## config.mk

```make
export PLATFORM = sky130hd
export DESIGN_NAME = branch_predictor
export DESIGN_NICKNAME = d
export VERILOG_FILES = /design/src/rtl/branch_predictor.sv
export SDC_FILE = /design/constraint.sdc
export NUM_CORES = 1
export LEC_CHECK = 0
export ABC_AREA = 1
export BUFFER_PORTS_ARGS = -buffer_cell sky130_fd_sc_hd__buf_2
export CORE_MARGIN = 10
export CORE_UTILIZATION = 50
export DETAILED_ROUTE_END_ITERATION = 8
export GPL_TIMING_DRIVEN = 0
export PLACE_DENSITY_LB_ADDON = 0.25
export REMOVE_ABC_BUFFERS = 1
export SYNTH_ARGS = -nofsm -noshare
export SYNTH_HDL_FRONTEND = slang
export SYNTH_SLANG_ARGS = --single-unit
```

## constraint.sdc

```tcl
create_clock -name clk -period 4.1 [get_ports clk]
set_clock_uncertainty 0.05 [all_clocks]
set_input_delay 0.205 -clock clk [delete_from_list [all_inputs] [get_ports clk]]
set_output_delay 0.205 -clock clk [all_outputs]
set_load 0.005 [all_outputs]
```

## src/rtl/branch_predictor.sv

```systemverilog
// Bimodal 2-bit saturating-counter direction predictor with update-side stats.
// Optional gshare indexing when GSHARE_EN is defined (adds GHR, pred_ghr, upd_ghr).
module branch_predictor #(
  parameter int IDX_BITS   = 6,
  parameter int STAT_WIDTH = 32
) (
  input  logic                  clk,
  input  logic                  rst_n,
  input  logic                  pred_req,
  input  logic [31:0]           pred_pc,
  output logic                  pred_valid,
  output logic                  pred_taken,
`ifdef GSHARE_EN
  output logic [IDX_BITS-1:0]   pred_ghr,
  input  logic [IDX_BITS-1:0]   upd_ghr,
`endif
  input  logic                  upd_valid,
  input  logic [31:0]           upd_pc,
  input  logic                  upd_taken,
  input  logic                  upd_pred_taken,
  output logic                  mispredict,
  output logic [STAT_WIDTH-1:0] branch_count,
  output logic [STAT_WIDTH-1:0] mispredict_count
);

  localparam int ENTRIES = 1 << IDX_BITS;

  logic [1:0]          ctr_q [ENTRIES];
  logic [IDX_BITS-1:0] pred_idx;
  logic [IDX_BITS-1:0] upd_idx;
  logic [1:0]          upd_old;
  logic [1:0]          upd_new;
  logic                miss;

`ifdef GSHARE_EN
  logic [IDX_BITS-1:0] ghr_q;

  assign pred_idx = pred_pc[IDX_BITS+1:2] ^ ghr_q;
  assign upd_idx  = upd_pc[IDX_BITS+1:2] ^ upd_ghr;

  // Lookup captures the pre-shift history it was indexed with.
  always_ff @(posedge clk or negedge rst_n) begin
    if (!rst_n) begin
      ghr_q    <= '0;
      pred_ghr <= '0;
    end else begin
      if (pred_req)
        pred_ghr <= ghr_q;
      if (upd_valid)
        ghr_q <= {ghr_q[IDX_BITS-2:0], upd_taken};
    end
  end
`else
  assign pred_idx = pred_pc[IDX_BITS+1:2];
  assign upd_idx  = upd_pc[IDX_BITS+1:2];
`endif

  logic unused;
  assign unused = ^{pred_pc[31:IDX_BITS+2], pred_pc[1:0],
                    upd_pc[31:IDX_BITS+2], upd_pc[1:0]};

  assign upd_old = ctr_q[upd_idx];
  assign miss    = upd_taken ^ upd_pred_taken;

  always_comb begin
    upd_new = upd_old;
    unique case (1'b1)
      upd_taken && upd_old != 2'b11:  upd_new = upd_old + 2'd1;
      !upd_taken && upd_old != 2'b00: upd_new = upd_old - 2'd1;
      default:                        upd_new = upd_old;
    endcase
  end

  // Table write lands after the edge, so a same-edge lookup sees the old value.
  always_ff @(posedge clk or negedge rst_n) begin
    if (!rst_n) begin
      for (int i = 0; i < ENTRIES; i++)
        ctr_q[i] <= 2'b01;
    end else if (upd_valid) begin
      ctr_q[upd_idx] <= upd_new;
    end
  end

  always_ff @(posedge clk or negedge rst_n) begin
    if (!rst_n) begin
      pred_valid <= 1'b0;
      pred_taken <= 1'b0;
    end else begin
      pred_valid <= pred_req;
      if (pred_req)
        pred_taken <= ctr_q[pred_idx][1];
    end
  end

  always_ff @(posedge clk or negedge rst_n) begin
    if (!rst_n) begin
      mispredict       <= 1'b0;
      branch_count     <= '0;
      mispredict_count <= '0;
    end else begin
      mispredict <= upd_valid & miss;
      if (upd_valid && branch_count != '1)
        branch_count <= branch_count + 1'b1;
      if (upd_valid && miss && mispredict_count != '1)
        mispredict_count <= mispredict_count + 1'b1;
    end
  end

endmodule

```

==> results of run 1 <==
==> repair_timing <==
item                       CTS  global route
setup endpoints to repair    0             0
hold buffers                 3             0
hold endpoints to repair    68             0
==> cells in the final DEF (no fill, tap or decap), types with 5 or more instances in the layout <==
cell type,synthesis,layout
dfrtp_1,131,131
nand4_1,16,16
nor4_1,9,9
xor2_1,45,45
inv_1,153,153
nor2_1,167,167
inv_6,0,5
dfstp_2,64,64
o211ai_1,5,5
o21ai_0,36,36
o21ai_1,6,6
nor3_1,48,48
nand3_1,110,110
clkbuf_16,0,17
xnor2_1,14,14
buf_2,18,82
o22ai_1,13,13
nand2_1,784,784
==> how the worst min path moves through the flow <==
stage               depth (start not counted)  slack, ns              end
floorplan                                   0      -0.14  branch_count[0]
global placement                            1       0.29       pred_valid
detailed placement                          1       0.29        ctr_q[17]
CTS                                         3       0.07       mispredict
global route                                2       0.08       mispredict
finish                                      3       0.07       mispredict
==> where the power goes <==
part / switching [W] / total, W / internal (W)
Clock: 0.000828 / 0.00170 / 0.000872
Sequential: 0.000151 / 0.00231 / 0.00216
Combinational: 0.000487 / 0.000724 / 0.000237
==> worst min-delay path: cells and delay by family <==
| family | cells | cell delay [ns] |
|---|---|---|
| AOI/OAI and AO/OA | 2 | 0.16 |
| buffers and inverters | 1 | 0.15 |
==> final cells by class <==
cell class / count / area [sq um] / share of cell area (%)
flip-flops and latches: 195 / 4960 / 39.68
inverters: 156 / 585.6 / 4.685
well taps: 285 / 356.6 / 2.853
repair buffers: 88 / 490.5 / 3.924
clock inverters: 14 / 140.1 / 1.121
multi-input cells: 1275 / 5527 / 44.22
clock buffers: 18 / 439.2 / 3.514
==> sequential cells by signal, summed over array words and instances (netlist names) <==
signal	cells
mispredict_count	32
pred_taken	1
pred_valid	1
branch_count	32
mispredict	1
ctr_q	128
==> per-layer routing <==
metal / global-route usage (%) / vias up / wire, um
met5: 0 / - / 0
met4: 8.280 / 0 / 878
met3: 4.954 / 63 / 2586
met2: 36.76 / 390 / 15190
met1: 29.05 / 5110 / 14050
li1: - / 5289 / -
==> cell families (layout without fill, tap and decap cells) <==
family                     count (synthesis)  in the layout  share of synthesized area, %
AOI/OAI and AO/OA                         65             65                         3.127
and+or+nand+nor                         1149           1149                         40.50
xor gates and xnor gates                  59             59                         4.532
adders and majority gates                  2              2                        0.2194
DFF                                      195            195                         43.49
buffers and inverters                    213            276                         8.130
==> per-stage QoR <==
stage	setup WS (ns)	total power, W
2_1_floorplan	1.786	0.002724
3_3_place_gp	-0.6389	0.003032
3_5_place_dp	0.08498	0.003055
4_1_cts	0.4894	0.004757
5_1_grt	0.5593	0.004962
6_report	0.7924	0.004732
==> flow_summary_export.csv, run 1 <==
group,metric,value,unit
drt,vias_per_cell,5.343,
drt,drtIter0Drc,1103,
hold_path,min_from,"upd_valid",
layout,nets,1805,
global_route,grt_pass1_wl,52950,um
drt,drc,0,
global_route,grt_pass1_vias,10470,
critical_path,crit_path_frequent_cell,"nand2_1",
synthesis,yosysWarnings,0,
hold_path,hp-class,"in2reg",
placement,placed_cells,1996,
timing,finalCritPeriodShare,80.67,%
layout,fillers,2238,
die,dieHeight,171.0,um
placement,dp_hpwl,20600,um
pwr,p_per_area,378.6,nW/um^2
critical_path,cp-startpoint,"upd_pc[2]",
synthesis,synth.top_cell.area_share,28.75,%
drt,routedWlPerCell,16.10,um
synthesis,netlist_top_cells_area,"dfrtp_1, nand2_1, dfstp_2, nor2_1, inv_1",
clocking,clockBufferDepth,2,
critical_path,cp_slowest_stage_delay,0.72,ns
synthesis,syn_area,11400,sq um
critical_path,cp_slowest_cell,"inv_2",
timing,rsz0062_at_grt,"no",
clocking,cts_tree,"done",
timing,setup_tns,0,ns
placement,io_buffers,84,
global_route,track_usage,22.65,%
synthesis,synth_edf_count,0,
die,rows,55,
critical_path,crit_path_start_kind,"input port",
layout,final_util,55.37,%
placement,post_dp_cell_area,11880,sq um
clocking,cts_root_buf,"clkbuf_16",
drt,ant_nets,0,
clocking,clk_pin_slew,0.07,ns
drt,first_pass_iters,5,
critical_path,worstPathBufferInverterCount,2,
drt,wirelength,32700,um
synthesis,yosys-top-cells-count,"nand2_1, nor2_1, inv_1, dfrtp_1, nand3_1",
timing,period_minus_slack,3.308,ns
clocking,htreeDepth,4,
timing,final_hold_viol_count,0,
critical_path,r2r_start,"mispredict_count[0]",
pwr,p_leak,6.427,nW
synthesis,yosysTopAreaCell,"dfrtp_1",
layout,diodes,0,
synthesis,synth_seq_cells,195,
synthesis,synth-seq-area-share,43.49,%
global_route,overflow,0,
die,core_area,22570,sq um
critical_path,regToRegSetupSlack,1.21,ns
critical_path,worstSetupEndpointType,"flop",
clocking,cts.sinks,195,
global_route,antenna_found_initial,0,
timing,worstMarginPinSlew,1.207,ns
critical_path,critPathRequiredTime,4.44,ns
synthesis,yosysUniqueCellTypes,34,
drt,vias,10850,
layout,area_delta_synth_final,9.600,%
clocking,cts_buffers,17,
timing,setup_violations,0,
layout,drive_gt1_share,10.94,%
critical_path,cp-endpoint,"ctr_q[14]",
clocking,clock_latency,0.46,ns
timing,report.final.slew_viol_count,0,
critical_path,critical_path.cell_chain,"buf_4, inv_2, nand2_1, nand2_1, nand2_1, nand2_1, nand2_1, nand2_1, nand2_1, nand2_1, nor2_2, nand2_1, nand2_4, nand3_1, nand2_1",
run,max-cap-violations,0,
timing,hold_ws,0.06684,ns
critical_path,path_depth,15,
critical_path,r2r-end,"mispredict_count[22]",
timing,maxSlewHeadroom,19.38,%
layout,final_area,12500,sq um
clocking,postCtsSetupRepairBufs,0,
timing,clock.fmax,0.3023,GHz
synthesis,synth_flop_cell,"dfrtp_1",
layout,stdcell_count,2031,
synthesis,async_flop_share,100.0,%
die,die_w,171.0,um
global_route,grt_max_degree,111,
critical_path,r2r_cells,10,
synthesis,netlist_instances,1683,
status,status,"finished clean",
synthesis,avgSynthCellArea,6.776,sq um
die,io_pins,137,
critical_path,cp.arrival,3.65,ns
die,start_util,50.52,%
critical_path,crit_type,"in2reg",
synthesis,synth.most_common_cell,"nand2_1",
critical_path,crit_family,"simple AND/OR/NAND/NOR gates",
critical_path,cp_max_fo,80,
clocking,post_cts_resized,0,
pwr,vdd_ir_drop_max,0.3350,mV
die,dieArea,29250,sq um
placement,gp_congestion,0.8785,
(Power assumes the default switching activity.)
==> inputs of run 2 (changes only) <==
==> constraint.sdc (replaced) <==
create_clock -name clk -period 2.9 [get_ports clk]
set_clock_uncertainty 0.05 [all_clocks]
set_input_delay 0.145 -clock clk [delete_from_list [all_inputs] [get_ports clk]]
set_output_delay 0.145 -clock clk [all_outputs]
set_load 0.005 [all_outputs]
==> run 2 against run 1 <==
Net effect: total power rose by 41%; utilization grew 0.16 points; via count decreased by 0.15%; global-route usage about the same; cell count is the same; cell area up 0.28%; critical endpoint is now ctr_q[114]; largest power group unchanged.
==> flow_summary_export.csv, run 2 (synthesis gave the netlist of run 1 again) <==
group,metric,value,unit
layout,drive_gt1_share,11.11,%
die,die_w,171.0,um
layout,diodes,0,
layout,top_regs,"ctr_q (128), branch_count (32), mispredict_count (32)",
run,max-cap-violations,0,
layout,layout_common_cells,"nand2_1, nor2_1, inv_1",
global_route,grt_max_degree,111,
status,status,"finished clean",
critical_path,cp-startpoint,"upd_pc[3]",
critical_path,r2r_start,"mispredict_count[0]",
placement,io_buffers,84,
critical_path,cp.arrival,3.05,ns
layout,regArea,4960,sq um
global_route,busiest_layer,"met2",
clocking,htreeDepth,4,
clocking,cts_root_buf,"clkbuf_16",
critical_path,r2r_cells,11,
timing,setup_violations,0,
global_route,track_usage,22.66,%
layout,largest_register_ff_count,128,
drt,vias_per_cell,5.335,
drt,routedWlPerCell,16.07,um
clocking,cts_tree,"done",
clocking,cts.sinks,195,
pwr,vdd_ir_drop_max,0.4735,mV
clocking,clock_latency,0.45,ns
layout,final_util,55.53,%
global_route,grt_pass1_wl,52970,um
clocking,clk_pin_slew,0.07,ns
layout,multi_input_area,5555,sq um
pwr,p_leak,6.432,nW
global_route,antenna_found_initial,0,
critical_path,r2r-end,"mispredict_count[25]",
placement,gp_congestion,0.8785,
critical_path,cp-endpoint,"ctr_q[114]",
critical_path,crit_path_start_kind,"input port",
placement,dp_hpwl,20600,um
clocking,clockBufferDepth,2,
critical_path,cp_max_fo,64,
drt,wirelength,32650,um
layout,fillers,2236,
timing,rsz0062_at_grt,"no",
hold_path,hp-class,"in2reg",
drt,drc,0,
die,io_pins,137,
timing,final_hold_viol_count,0,
global_route,grt_pass1_vias,10480,
critical_path,crit_type,"in2reg",
global_route,met2_usage,36.79,%
timing,setup_tns,0,ns
layout,nets,1805,
drt,ant_nets,0,
critical_path,worstSetupEndpointType,"flop",
critical_path,regToRegSetupSlack,0.33,ns
clocking,cts_buffers,17,
die,dieHeight,171.0,um
die,dieArea,29250,sq um
global_route,grt_use_met1,29.05,%
timing,maxSlewHeadroom,28.21,%
global_route,met3_usage,4.954,%
layout,top_register,"ctr_q",
timing,report.final.slew_viol_count,0,
timing,clock.fmax,0.3671,GHz
drt,first_pass_iters,7,
critical_path,critPathRequiredTime,3.22,ns
drt,drtIter0Drc,1071,
timing,finalCritPeriodShare,93.94,%
drt,vias,10840,
die,rows,55,
layout,area_delta_synth_final,9.908,%
layout,final_common_cell,"nand2_1",
die,start_util,50.52,%
timing,period_minus_slack,2.724,ns
pwr,p_per_area,533.9,nW/um^2
die,core_area,22570,sq um
timing,worstMarginPinSlew,1.076,ns
global_route,overflow,0,
## run 2: cell counts in the layout (fill, tap and decap cells not counted)
No cell type changed its count.
## run 2: repair_timing
action	4_1_cts	5_1_grt
hold buffers	3	0
buffers inserted	0	0
resized for setup	4	4
endpoints found under the hold margin	68	0
setup endpoints to repair	129	129
## run 2: routing by layer
metal	up-vias	share of wire [%]	routed length, um
met3	62	8.1	2647
met2	402	46	15130
met4	0	2.5	813
met1	5079	43	14060
met5	-	0	0
li1	5293	-	-
## run 2: report_power, final
| group | internal (W) | switching [W] | leakage (nW) |
|---|---|---|---|
| registers | 0.00305 | 0.000212 | 2.43 |
| clock network | 0.00123 | 0.00117 | 0.274 |
| logic | 0.000338 | 0.000691 | 3.73 |
| total | 0.00462 | 0.00207 | 6.43 |
## run 2: stage by stage
stage	worst slack, ns	cells	instance area [sq um]	power, W	hold WS [ns]
after detailed placement	-1.055	1996	11880	0.004319	0.2325
after CTS	0.05253	2031	12510	0.006729	0.004924
after global placement	-1.779	1995	11840	0.004286	0.2311
final	0.1758	2031	12530	0.006692	0.01133
after floorplan	0.5862	1626	11060	0.003852	-0.2006
after global routing	0.0004692	2031	12530	0.007021	0.01908
## run 2: worst min path at each step
stage | startpoint | cells past startpoint | slack [ns] | endpoint
after floorplan | rst_n | 0 | -0.20 | branch_count[0]
after global placement | pred_req | 1 | 0.23 | pred_valid
after detailed placement | rst_n | 1 | 0.23 | ctr_q[17]
after CTS | upd_valid | 3 | 0.005 | mispredict
after global routing | upd_taken | 2 | 0.02 | mispredict
final | upd_valid | 3 | 0.01 | mispredict
## run 2: area by class of cell
class,count,area share [%]
clock buffers,18,3.504
multi-input cells,1275,44.32
well taps,285,2.845
flip-flops and latches,195,39.57
repair buffers,88,3.943
clock inverters,14,1.118
inverters,156,4.692
## run 2: critical path, stage by stage
cell	delay [ns]
buf_2	0.56
inv_2	0.46
nor2_2	0.38
o211ai_1	0.16
nand2_1	0.09
o21ai_1	0.06
nand2_1	0.12
nor2_2	0.06
nand2_1	0.12
nand2_4	0.48
nand3_1	0.28
nand2_1	0.08
==> inputs of run 3 (changes only) <==
--- a/config.mk
+++ b/config.mk
@@ -7,8 +7,10 @@
 export LEC_CHECK = 0
 export ABC_AREA = 1
 export BUFFER_PORTS_ARGS = -buffer_cell sky130_fd_sc_hd__buf_2
+export CELL_PAD_IN_SITES_DETAIL_PLACEMENT = 1
+export CELL_PAD_IN_SITES_GLOBAL_PLACEMENT = 1
 export CORE_MARGIN = 10
-export CORE_UTILIZATION = 50
+export CORE_UTILIZATION = 38
 export DETAILED_ROUTE_END_ITERATION = 8
 export GPL_TIMING_DRIVEN = 0
 export PLACE_DENSITY_LB_ADDON = 0.25
==> run 3 against run 2 <==
Net effect: first-iteration DRC count down 58%; flip-flop and latch count did not move; cell area grew 1.2%; register-to-register slack about the same; utilization fell by 13 points; maximum frequency up 3.1%; combinational power rose by 4%; sequential share of layout area shrank 0.47 points; die area rose by 28%; wire length increased by 19%; critical path depth grew 1; total power is 0.22% lower; critical endpoint is now ctr_q[87]; largest cell class unchanged; largest power group unchanged; highest routed layer unchanged.
==> flow_summary_export.csv, run 3 (synthesis gave the netlist of run 1 again) <==
group,metric,value,unit
timing,report.final.slew_viol_count,0,
clocking,htreeDepth,4,
pwr,p_sw_share,32.33,%
layout,final_common_cell,"nand2_1",
clocking,clockBufferDepth,2,
timing,hold_ws,0.09043,ns
die,dieHeight,193.2,um
global_route,grt_pass1_vias,11760,
die,rows,63,
timing,final_hold_viol_count,0,
layout,diodes,0,
layout,largest_register_ff_count,128,
timing,finalCritPeriodShare,91.11,%
critical_path,worstSetupEndpointType,"flop",
placement,dp_hpwl,25030,um
pwr,sequentialPowerShare,49.0,%
layout,nets,1806,
timing,period_minus_slack,2.642,ns
drt,first_pass_iters,4,
global_route,track_usage,20.62,%
global_route,grt_max_degree,113,
clocking,cts_root_buf,"clkbuf_16",
drt,vias_per_cell,5.147,
clocking,postCtsSetupRepairBufs,0,
drt,wirelength,38730,um
pwr,internal_power,0.004519,W
critical_path,worstPathBufferInverterCount,2,
timing,maxSlewHeadroom,19.74,%
critical_path,cp_slowest_stage_delay,0.46,ns
layout,final_util,42.79,%
critical_path,crit_type,"in2reg",
die,die_w,193.2,um
status,status,"finished clean",
pwr,p_leak,6.435,nW
critical_path,critPathRequiredTime,3.24,ns
drt,vias,11000,
global_route,overflow,0,
layout,area_delta_synth_final,11.22,%
hold_path,hp-class,"in2reg",
critical_path,crit_family,"simple AND/OR/NAND/NOR gates",
drt,drtIter0Drc,446,
clocking,cts_tree,"done",
timing,rsz0062_at_grt,"no",
run,max-cap-violations,0,
die,dieArea,37340,sq um
timing,worstMarginPinSlew,1.203,ns
critical_path,crit_path_start_kind,"input port",
global_route,antenna_found_initial,0,
layout,top_register,"ctr_q",
pwr,p_comb_share,16.1,%
pwr,vdd_ir_drop_max,0.4363,mV
layout,layout_common_cells,"nand2_1, nor2_1, inv_1",
die,start_util,38.48,%
pwr,p_per_area,526.5,nW/um^2
drt,drc,0,
placement,gp_congestion,0.8455,
clocking,clk_pin_slew,0.07,ns
timing,setup_tns,0,ns
placement,io_buffers,84,
critical_path,cp_slowest_cell,"inv_1",
drt,routedWlPerCell,18.12,um
pwr,clockPowerShare,34.9,%
timing,setup_violations,0,
critical_path,critical_path.cell_chain,"buf_2, inv_1, nor2_4, nand3_1, nand2_1, o21ai_1, nand2_1, nor2_2, nand2_1, nand2_1, nand2_8, nand2_1, nand2_1",
clocking,cts_buffers,17,
critical_path,cp.arrival,2.98,ns
layout,drive_gt1_share,11.22,%
die,core_area,29640,sq um
timing,clock.fmax,0.3785,GHz
critical_path,cp_max_fo,64,
die,io_pins,137,
global_route,grt_pass1_wl,63190,um
critical_path,crit_path_frequent_cell,"nand2_1",
pwr,switching_power,0.002159,W
drt,ant_nets,0,
clocking,clock_latency,0.46,ns
layout,top_regs,"ctr_q (128), branch_count (32), mispredict_count (32)",
clocking,cts.sinks,195,
-- run 3: cell types whose count changed in the layout (fill, tap and decap cells not counted), sizes merged --
cell,previous run,this run
buf,85,83
clkbuf,18,19
dlygate4sd3,3,4
clkinvlp,4,1
bufinv,1,0
inv,162,160
clkinv,3,10
-- run 3: area by class of cell --
type / instances / area (sq um)
fillers: 3892 / 16960
multi-input cells: 1275 / 5583
flip-flops and latches: 195 / 4960
inverters: 156 / 590.6
repair buffers: 89 / 509.2
well taps: 390 / 488.0
clock buffers: 17 / 425.4
clock inverters: 15 / 127.6
-- run 3: power by group through the flow --
stage	sequential (W)	clock (W)	combinational (W)
floorplan	0.00327	0	0.000583
global placement	0.00331	0	0.00103
detailed placement	0.00332	0	0.00107
CTS	0.00327	0.00240	0.00109
global route	0.00332	0.00251	0.00122
finish	0.00327	0.00233	0.00107
-- run 3: final timing paths --
kind	start	end	slack (ns)	cells after the start
max reg2reg	mispredict_count[0]	mispredict_count[25]	0.32	12
min reg2reg	ctr_q[40]	ctr_q[40]	0.42	2
min in group asynchronous	rst_n	ctr_q[99]	0.23	2
max in group asynchronous	rst_n	mispredict_count[9]	1.56	3
min	pred_pc[7]	pred_taken	0.09	5
max	upd_pc[4]	ctr_q[87]	0.26	13
-- run 3: through the flow --
stage / worst slack (ns) / total power [W] / area, sq um / std cells
after floorplan: 0.5862 / 0.003852 / 11060 / 1626
after global placement: -2.089 / 0.004334 / 11970 / 2100
after detailed placement: -0.9594 / 0.004387 / 12020 / 2101
after CTS: 0.006653 / 0.006757 / 12650 / 2137
after global routing: 0.02463 / 0.007049 / 12680 / 2137
final: 0.2578 / 0.006677 / 12680 / 2137
-- run 3: worst min-delay path: stages --
cell     delay [ns]
buf_2          0.13
nand3_1        0.08
nand2_1        0.09
nand2_1        0.07
nand2_1        0.04
-- run 3: layer usage --
layer	wire (um)	track usage, %	up-vias
li1	-	-	5291
met1	17410	25.76	5528
met2	19580	36.33	154
met5	0	0	-
met4	451	4.149	0
met3	1287	3.613	26
-- run 3: repair_timing --
item	in CTS	in global routing
hold buffers	4	0
resized for setup	7	8
endpoints found under the hold margin	53	0
endpoints found under the setup margin	135	70
